==> src/rtl/model_access_arbiter.sv <==
// Two-requester round-robin arbiter for a pair of bus models sharing one data bus.
// Each transaction runs IDLE -> SETUP -> ACCESS -> DONE, and every output is registered.
module model_access_arbiter #(
   parameter int unsigned WordSize = 8
) (
   input  logic                  CLK,
   input  logic                  RST,
   input  logic [1:0]            REQ,
   input  logic [1:0]            REQ_WR,
   input  logic [1:0]            REQ_BANK,
   input  logic [2*WordSize-1:0] REQ_WDATA,
   output logic [1:0]            GNT,
   output logic [1:0]            DONE,
   output logic [WordSize-1:0]   RDATA,
   output logic                  BUSY,
   output logic                  CS,
   output logic                  WE,
   output logic [WordSize-1:0]   BUS_OUT,
   output logic                  BUS_OE,
   input  logic [WordSize-1:0]   BUS_IN
);

   typedef enum logic [1:0] {StIdle, StSetup, StAccess, StDone} state_e;

   state_e              state_q, state_d;
   logic                ptr_q, ptr_d;
   logic                sel_q, sel_d;
   logic                wr_q, wr_d;
   logic                bank_q, bank_d;
   logic [WordSize-1:0] wdata_q, wdata_d;
   logic [WordSize-1:0] rdata_q, rdata_d;
   logic [1:0]          gnt_q, gnt_d;
   logic [1:0]          done_q, done_d;
   logic                busy_q, busy_d;
   logic                cs_q, cs_d;
   logic                we_q, we_d;
   logic                oe_q, oe_d;
   logic                pick;

   always_comb begin
      state_d = state_q;
      ptr_d   = ptr_q;
      sel_d   = sel_q;
      wr_d    = wr_q;
      bank_d  = bank_q;
      wdata_d = wdata_q;
      rdata_d = rdata_q;
      // When both requesters are active the pointer decides; otherwise the lone requester wins.
      pick    = (REQ == 2'b11) ? ptr_q : REQ[1];

      unique case (state_q)
         StIdle: begin
            if (REQ != 2'b00) begin
               state_d = StSetup;
               sel_d   = pick;
               ptr_d   = ~pick;
               wr_d    = REQ_WR[pick];
               bank_d  = REQ_BANK[pick];
               wdata_d = pick ? REQ_WDATA[2*WordSize-1:WordSize] : REQ_WDATA[WordSize-1:0];
            end
         end
         StSetup:  state_d = StAccess;
         StAccess: begin
            state_d = StDone;
            if (!wr_q) rdata_d = BUS_IN;
         end
         StDone:   state_d = StIdle;
         default:  state_d = StIdle;
      endcase

      // Output registers are loaded with the values that belong to the state being entered.
      gnt_d  = (state_d == StSetup) ? {sel_d, ~sel_d} : 2'b00;
      done_d = (state_d == StDone) ? {sel_q, ~sel_q} : 2'b00;
      busy_d = (state_d != StIdle);
      cs_d   = (state_d == StIdle) ? 1'b1 : ~bank_d;
      we_d   = (state_d == StAccess) && wr_q;
      oe_d   = we_d;
   end

   always_ff @(posedge CLK) begin
      if (RST) begin
         state_q <= StIdle;
         ptr_q   <= 1'b0;
         sel_q   <= 1'b0;
         wr_q    <= 1'b0;
         bank_q  <= 1'b0;
         wdata_q <= '0;
         rdata_q <= '0;
         gnt_q   <= 2'b00;
         done_q  <= 2'b00;
         busy_q  <= 1'b0;
         cs_q    <= 1'b1;
         we_q    <= 1'b0;
         oe_q    <= 1'b0;
      end else begin
         state_q <= state_d;
         ptr_q   <= ptr_d;
         sel_q   <= sel_d;
         wr_q    <= wr_d;
         bank_q  <= bank_d;
         wdata_q <= wdata_d;
         rdata_q <= rdata_d;
         gnt_q   <= gnt_d;
         done_q  <= done_d;
         busy_q  <= busy_d;
         cs_q    <= cs_d;
         we_q    <= we_d;
         oe_q    <= oe_d;
      end
   end

   assign GNT     = gnt_q;
   assign DONE    = done_q;
   assign RDATA   = rdata_q;
   assign BUSY    = busy_q;
   assign CS      = cs_q;
   assign WE      = we_q;
   assign BUS_OE  = oe_q;
   assign BUS_OUT = wdata_q;

endmodule

==> config.mk <==
export PLATFORM = sky130hd
export DESIGN_NAME = model_access_arbiter
export DESIGN_NICKNAME = d
export VERILOG_FILES = /design/src/rtl/model_access_arbiter.sv
export SDC_FILE = /design/constraint.sdc
export NUM_CORES = 1
export LEC_CHECK = 0
export CAP_MARGIN = 20
export CORE_ASPECT_RATIO = 0.8
export CORE_MARGIN = 8
export CORE_UTILIZATION = 38
export CTS_BUF_LIST = sky130_fd_sc_hd__clkbuf_2
export DETAILED_ROUTE_END_ITERATION = 6
export PLACE_DENSITY = 0.77
export SYNTH_ARGS = -nofsm -noshare
export SYNTH_HDL_FRONTEND = slang
export SYNTH_SLANG_ARGS = --single-unit
==> constraint.sdc <==
create_clock -name CLK -period 1.55 [get_ports CLK]
set_clock_uncertainty 0.15 [all_clocks]
set_input_delay 0.31 -clock CLK [delete_from_list [all_inputs] [get_ports CLK]]
set_output_delay 0.31 -clock CLK [all_outputs]
set_load 0.005 [all_outputs]
==> metrics, run 1 <==
first-pass GRT wire length 5610 µm; Leak 0.874 nW; die area 5400 µm²; CTS tree yes; setup slack, reg-to-reg 60 ps; Crit Path Max Fanout 9; run status completed; yosys warns 0; vias in the first global route 1,268; Final Worst Setup Slack 31.6 ps; Worst Hold Depth 4; most common cell after layout, fill and taps aside clkdlybuf4s50_1; total grt overflow 0; number of I/O port buffers 55; syn nets 162; Core Rows 18; Req. time, crit path 1670 ps; Clk Latency, worst-skew pair 350 ps; Buf/Inv on CP 3; DRC errors left 0; Slew Limit Fails 0; Routed Wire Length 3560 µm; post-synth cell types 34; Reg clk slew, reported paths 140 ps; largest net degree at the start of global routing 16; Via density 5.09; synthesis-stage register bit count 29; average wire per standard cell 15.2 µm; layout cells sized above 1 28.4%; FF-to-FF Start state_q[1]; antenna violations before repair 0; Area growth syn-to-layout 56.9%; R2R Path End BUS_OUT[5]; root buffer cell clkbuf_2; most frequent cells in the layout 30 x clkdlybuf4s50_1, 24 x dlygate4sd2_1, 19 x dfxtp_2, 19 x nor2_1, 12 x buf_4; CP cell instances clkdlybuf4s50_1 > buf_4 > inv_1 > o21ai_0 > a311oi_1; io pins 56; Num CTS Buffers 5; setup tns final 0 ps; # diodes 0; Tmin final 1520 ps; die height 67.4 µm; remaining antenna violation count 0; chip width 80.2 µm; Mean Syn Cell Area 9.95 µm²; delay-heaviest family, CP buffers and inverters; GP Congestion 0.771; CTS H-tree lvls 2; CP endpoint kind flip-flop; actual slew at the worst max-slew pin 313 ps; routed via count 1,190; pwr dens 1460 nW/µm²; fmax 659 MHz; worst-case clock buffer depth 2; Slowest-stage cell, CP clkdlybuf4s50_1; Hold WC Path Type in2reg; sequential area share after synthesis 46.3%; Synth Cell Area 1250 µm²; maximum vdd drop 812 µV; Placement Setup Slack -296 ps; Worst Hold Path EP sel_q; final net count 230; max-cap violations 0; HP Start REQ[0]; Initial Util 40.0%; post-layout util 62.8%; clock sink total 29; crit-path max cell delay 480 ps; Hold Slack 308 ps; Final Setup Violations 0; TritonRoute pass-1 iters 5; Setup Crit Path Kind in2reg; Rel. slew slack 79.1%; DP HPWL 2640 µm; post-synthesis cell count 126; crit share post-route 98.0%; Worst Reg-to-Reg Cells 6; cts hold-fix bufs 0; Core Region 3130 µm²; worst path arrival time 1640 ps; startpoint types input port; final hold violation count 0; GRT Util Overall 13.3%; drt initial violations 38
[power breakdown]
group / internal [W] / switching (W)
registers: 0.000996 / 0.000113
clock network: 0.000105 / 0.000245
logic: 0.000769 / 0.000641
[registers in the layout, summed over array words and instances (netlist names), named ones only]
| register | count |
|---|---|
| GNT | 2 |
| BUSY | 1 |
| ptr_q | 1 |
| sel_q | 1 |
| state_q | 2 |
| RDATA | 8 |
| BUS_OE | 1 |
| CS | 1 |
| wr_q | 1 |
| BUS_OUT | 8 |
| DONE | 2 |
[how the worst max path moves through the flow]
stage | start | endpoint | slack, ps | cells after the start
global placement | REQ[0] | BUS_OUT[3] | -220 | 5
floorplan | state_q[0] | GNT[0] | 30 | 5
detailed placement | REQ[0] | BUS_OUT[1] | -300 | 5
finish | REQ[1] | BUS_OUT[1] | 30 | 5
global route | state_q[1] | CS | -10 | 6
CTS | state_q[0] | BUS_OUT[1] | 5 | 6
[routing by layer]
layer  share of wire, %  vias to the layer above  wire [µm]  track usage [%]
met1                 42                      537       1480             14.3
met4                2.0                        0         70             7.24
li1                   -                      577          -                -
met2                 44                       68       1580             21.0
met3                 12                        8        432             7.16
met5                  0                        -          0                0
[synth_stat cells]
library cell | n | area (µm²)
o21a_1 | 1 | 7.51
buf_2 | 1 | 5.00
nor3b_2 | 1 | 12.5
nor2_1 | 19 | 71.3
a211o_1 | 1 | 8.76
ha_1 | 4 | 50.1
nor4b_1 | 1 | 8.76
nand3b_1 | 1 | 7.51
or3_4 | 1 | 11.3
a311oi_2 | 1 | 15.0
clkbuf_8 | 3 | 41.3
nor2_2 | 1 | 6.26
a2bb2oi_1 | 1 | 8.76
nand2b_1 | 2 | 12.5
nor2b_1 | 1 | 6.26
a311oi_1 | 8 | 70.1
a21oi_1 | 1 | 5.00
and3b_1 | 1 | 8.76
o31ai_1 | 1 | 7.51
dfxtp_1 | 29 | 581
o32ai_1 | 1 | 8.76
nand3_1 | 9 | 45.0
inv_1 | 5 | 18.8
nor3b_1 | 2 | 15.0
or2_2 | 1 | 6.26
nand2_1 | 4 | 15.0
nor2b_2 | 1 | 8.76
o21ai_0 | 9 | 45.0
clkbuf_1 | 1 | 3.75
mux2i_1 | 8 | 80.1
buf_12 | 1 | 20.0
buf_6 | 2 | 22.5
nor3_1 | 1 | 5.00
buf_4 | 2 | 15.0
[worst register-to-register path, cell delays in order (launching register included)]
cell      delay, ps
dfxtp_2         350
inv_1           110
ha_4            170
o21a_2          180
buf_6           130
nor2_1           40
a311oi_1        270
[cell type report]
class	count	area [µm²]
fill	253	1160
timing repair buffer	71	669
sequential	29	604
multi-input combinational	82	591
tap	40	50.0
clock buffer	6	30.0
inverter	5	18.8
clock inverter	1	3.75
[kinds of logic (layout without fill, tap and decap cells)]
family                   after synthesis  count (layout)  share of synthesized area (%)
buffers and inverters                 15              83                           10.1
adder cells (fa/ha/maj)                4               4                           3.99
multiplexers                           8               8                           6.39
AND/OR/NAND/NOR                       46              46                           19.2
AO/OA/AOI/OAI                         24              24                           14.1
flip-flops                            29              29                           46.3
[what timing repair did]
item,in CTS,in global routing
cloned,1,0
buffers inserted,3,0
gates resized for setup,46,8
endpoints found under the setup margin,33,23
pin swaps,2,1
[through the flow]
step / cell area [µm²] / power [W] / cells
global route: 1970 / 0.00307 / 234
global placement: 1860 / 0.00239 / 223
floorplan: 1250 / 0.00185 / 126
detailed placement: 1860 / 0.00243 / 223
CTS: 1940 / 0.00283 / 234
finish: 1970 / 0.00287 / 234
Note: power is estimated with default switching activity, not from simulation.
==> inputs of run 2 (changes only) <==
--- a/config.mk
+++ b/config.mk
@@ -8,7 +8,7 @@
 export CAP_MARGIN = 20
 export CORE_ASPECT_RATIO = 0.8
 export CORE_MARGIN = 8
-export CORE_UTILIZATION = 38
+export CORE_UTILIZATION = 40
 export CTS_BUF_LIST = sky130_fd_sc_hd__clkbuf_2
 export DETAILED_ROUTE_END_ITERATION = 6
 export PLACE_DENSITY = 0.77
==> constraint.sdc (replaced) <==
create_clock -name CLK -period 1.7 [get_ports CLK]
set_clock_uncertainty 0.15 [all_clocks]
set_input_delay 0.34 -clock CLK [delete_from_list [all_inputs] [get_ports CLK]]
set_output_delay 0.34 -clock CLK [all_outputs]
set_load 0.005 [all_outputs]
==> run 2 against run 1 <==
Critical path depth did not move; first-iteration DRC count is 120% higher; non-clock buffer count shrank 4; critical path type unchanged; largest power group unchanged; total power down 11%; via count fell by 0.59%.
==> metrics, run 2 (synthesis gave the netlist of run 1 again) <==
fmax 607 MHz; Gate power share 48.0%; most common cell after layout, fill and taps aside clkdlybuf4s50_1; Seq. cell area 604 µm²; Net Sw Frac 34.9%; Via density 5.12; actual slew at the worst max-slew pin 360 ps; Core Rows 18; DRC errors left 0; max-cap violations 0; P_int 0.00166 W; Pwr Total 0.00255 W; Leak 0.903 nW; startpoint types input port; total grt overflow 0; delay-heaviest family, CP buffers and inverters; Post-Place Cells 220; Core Region 3040 µm²; Reg clk slew, reported paths 150 ps; root buffer cell clkbuf_2; RSZ-0062 raised after global routing false; Buf/Inv on CP 2; Tmin final 1650 ps; sequential share of power 39.5%; Slowest-stage cell, CP clkdlybuf4s50_1; worst-case clock buffer depth 2; die area 5190 µm²; routed via count 1,183; crit-path max cell delay 580 ps; Placement Setup Slack -209 ps; largest net degree at the start of global routing 21; final hold violation count 0; final net count 226; Initial Util 41.2%; DP HPWL 2730 µm; chip width 78.6 µm; clock sink total 29; GP Congestion 0.796; drt initial violations 82; CTS H-tree lvls 2; cts hold-fix bufs 0; run status completed; Setup Crit Path Kind in2reg; vias in the first global route 1,182; crit share post-route 96.9%; first-pass GRT wire length 5420 µm; TritonRoute pass-1 iters 5; Hold WC Path Type reg2reg; average wire per standard cell 15.8 µm; maximum vdd drop 695 µV; Req. time, crit path 1850 ps; antenna violations before repair 0; pwr dens 1320 nW/µm²; Crit Path Max Fanout 5; Clk Latency, worst-skew pair 360 ps; Hold Slack 327 ps; remaining antenna violation count 0; die height 66.1 µm; CP endpoint kind flip-flop; most frequent cells in the layout 31 x clkdlybuf4s50_1, 19 x dfxtp_2, 19 x nor2_1, 19 x dlygate4sd2_1, 11 x buf_4; net switching power 0.000889 W; Final Worst Setup Slack 52.4 ps; io pins 56; multi-input logic area 576 µm²; layout cells sized above 1 24.6%; fill cell count 257; CTS tree yes; Slew Limit Fails 0; Rel. slew slack 76.0%; Area growth syn-to-layout 53.8%; number of I/O port buffers 55; # diodes 0; CP cell instances clkdlybuf4s50_1 > nor2b_2 > buf_4 > a2bb2oi_1 > nor3b_2; Final Setup Violations 0; GRT Util Overall 13.4%; Num CTS Buffers 5; worst path arrival time 1800 ps; Post-Layout Cell Count 231; Routed Wire Length 3650 µm; clock network fraction of total power 12.5%
run 2: changes by cell type in the layout (fill, tap and decap cells not counted), sizes merged:
cell / previous run / this run
buf: 16 / 12
clkbuf: 6 / 5
clkdlybuf4s50: 30 / 31
clkinv: 1 / 3
dlygate4sd2: 24 / 19
dlymetal6s2s: 1 / 5
run 2: power groups by stage:
stage | Clock [W] | Sequential, W | Combinational, W
detailed placement | 0 | 0.00100 | 0.00118
finish | 0.000319 | 0.00101 | 0.00122
global placement | 0 | 0.000993 | 0.00115
global route | 0.000370 | 0.00103 | 0.00134
floorplan | 0 | 0.00101 | 0.000676
CTS | 0.000329 | 0.00100 | 0.00114
run 2: layout make-up:
cell class	instances	area share, %
clock buffer	5	1.30
clock inverter	3	0.649
inverter	5	0.973
multi-input combinational	82	29.9
sequential	29	31.3
tap	40	2.60
timing repair buffer	67	33.3
run 2: worst paths after layout:
kind,from,to,slack [ps],cells past startpoint
max,REQ[0],GNT[0],50,5
min,wr_q,BUS_OE,330,2
max reg2reg,state_q[0],GNT[0],100,5
min reg2reg,wr_q,BUS_OE,330,2
run 2: through the flow:
stage          TNS [ps]  instance area [µm²]  utilization (%)
2_1_floorplan         0                 1250                -
3_3_place_gp      -1290                 1830             60.1
3_5_place_dp      -2270                 1830             60.1
4_1_cts               0                 1880             61.8
5_1_grt               0                 1930             63.4
6_report              0                 1930             63.4
run 2: repair_timing:
item                       4_1_cts  5_1_grt
pin swaps                        0        0
setup endpoints to repair       22       18
gates resized for setup         37       11
buffers inserted                 2        1
cloned                           0        0
run 2: metal layers:
metal	vias up	GRT usage (%)	share of wire, %
met5	-	0	0
met2	41	22.9	51
li1	572	-	-
met3	7	5.84	7.1
met1	563	13.6	39
met4	0	7.14	2.1
run 2: tightest hold or removal path, cell delays in order (launching register included):
cell and delay, ps:
dfxtp_1 360, nand2_1 60, nor2_1 30
==> inputs of run 3 (changes only) <==
--- a/config.mk
+++ b/config.mk
@@ -11,7 +11,7 @@
 export CORE_UTILIZATION = 40
 export CTS_BUF_LIST = sky130_fd_sc_hd__clkbuf_2
 export DETAILED_ROUTE_END_ITERATION = 6
-export PLACE_DENSITY = 0.77
+export DONT_BUFFER_PORTS = 1
 export SYNTH_ARGS = -nofsm -noshare
 export SYNTH_HDL_FRONTEND = slang
 export SYNTH_SLANG_ARGS = --single-unit
==> run 3 against run 2 <==
The flow now finishes with violations (hold timing); via count down 21%; routed wire length is 22% lower; first-iteration DRC count fell by 41%; fmax down 0.33%; worst hold slack got worse by 440 ps; register-to-register slack lost 50 ps; largest cell class is now sequential cells.
==> metrics, run 3 (synthesis gave the netlist of run 1 again) <==
run status complete, but fails checks; violated checks hold timing; CTS H-tree lvls 2; GP Congestion 0.716; io pins 56; crit share post-route 97.2%; Area growth syn-to-layout 3.39%; cts hold-fix bufs 3; Gate power share 35.6%; total grt overflow 0; routed via count 930; clock sink total 29; Core Region 3040 µm²; Leak 0.499 nW; Final Setup Violations 0; Hold WC Path Type in2reg; TritonRoute pass-1 iters 4; fmax 605 MHz; HP Start RST; CTS tree yes; largest net degree at the start of global routing 27; final net count 164; die height 66.1 µm; actual slew at the worst max-slew pin 400 ps; first-pass GRT wire length 4690 µm; startpoint types flip-flop; P_int 0.00134 W; Slew Limit Fails 0; Worst Hold Depth 1; number of I/O port buffers 0; GRT Util Overall 11.7%; die area 5190 µm²; Rel. slew slack 73.2%; max-cap violations 0; Worst Reg-to-Reg Cells 4; final hold violation count 21; Net Sw Frac 36.5%; Pwr Total 0.00211 W; average wire per standard cell 16.9 µm; setup tns final 0 ps; net switching power 0.000771 W; drt initial violations 48; R2R Path End DONE[1]; Setup Crit Path Kind reg2reg; layout cells sized above 1 13.2%; FF-to-FF Start state_q[0]; most frequent cells in the layout 27 x dfxtp_1, 19 x nor2_1, 9 x nand3_1, 9 x o21ai_0; Placement Setup Slack 63.7 ps; most common cell after layout, fill and taps aside dfxtp_1; antenna violations before repair 0; worst-case clock buffer depth 2; RSZ-0062 raised after global routing false; clock network fraction of total power 15.3%; Hold Slack -115 ps; Post-Place Cells 158; setup slack, reg-to-reg 50 ps; Clk Latency, worst-skew pair 350 ps; Num CTS Buffers 5; Final Worst Setup Slack 46.9 ps; root buffer cell clkbuf_2; maximum vdd drop 599 µV; worst path arrival time 1750 ps; DRC errors left 0; Crit Path Max Fanout 3; Post-Layout Cell Count 169; # diodes 0; Initial Util 41.2%; fill cell count 322; Routed Wire Length 2850 µm; Req. time, crit path 1800 ps; vias in the first global route 1,027; pwr dens 1630 nW/µm²; DP HPWL 2130 µm; sequential share of power 49.1%; chip width 78.6 µm; CP endpoint kind flip-flop; Core Rows 18; Post-CTS Setup Inserts 0; Via density 5.50; Tmin final 1650 ps; Reg clk slew, reported paths 150 ps; Worst Hold Path EP wr_q; remaining antenna violation count 0
-- run 3: layout make-up --
type	instances	area, µm²	share of cell area [%]
timing repair buffer	5	57.6	4.44
multi-input combinational	82	549	42.4
inverter	5	18.8	1.45
sequential	29	583	45.0
tap	40	50.0	3.86
clock inverter	3	12.5	0.965
clock buffer	5	25.0	1.93
-- run 3: routing by layer --
metal | up-vias | GRT usage, % | share of wire [%]
met2 | 45 | 18.2 | 47
li1 | 444 | - | -
met1 | 432 | 12.5 | 42
met3 | 9 | 5.43 | 8.6
met5 | - | 0 | 0
met4 | 0 | 8.29 | 2.8
-- run 3: through the flow --
stage                     utilization, %  hold WS [ps]  area [µm²]
after floorplan                        -           262        1250
after global placement              40.2           264        1220
after detailed placement            40.2           265        1220
after CTS                           42.5          -146        1290
after global routing                42.6          -177        1300
final                               42.6          -115        1300
-- run 3: worst max-delay path: stages (launching register included) --
cell           delay [ps]
dfxtp_2               380
inv_1                  70
ha_1                  210
and3b_1               180
dlygate4sd3_1         550
-- run 3: worst max path at each step --
stage | startpoint | to | slack (ps)
2_1_floorplan | state_q[0] | GNT[0] | 180
3_3_place_gp | state_q[0] | GNT[0] | 150
3_5_place_dp | state_q[0] | GNT[0] | 60
4_1_cts | state_q[0] | GNT[0] | 30
5_1_grt | state_q[0] | DONE[1] | 10
6_report | state_q[0] | DONE[1] | 50
-- run 3: power by group through the flow --
stage | clock network (W) | registers, W | logic (W)
after floorplan | 0 | 0.00101 | 0.000676
after global placement | 0 | 0.00105 | 0.000699
after detailed placement | 0 | 0.00106 | 0.000730
after CTS | 0.000340 | 0.00104 | 0.000745
after global routing | 0.000377 | 0.00107 | 0.000855
final | 0.000324 | 0.00104 | 0.000751
-- run 3: what timing repair did --
action | 4_1_cts | 5_1_grt
hold endpoints to repair | 28 | 25
gates resized for setup | 0 | 3
endpoints found under the setup margin | 0 | 5
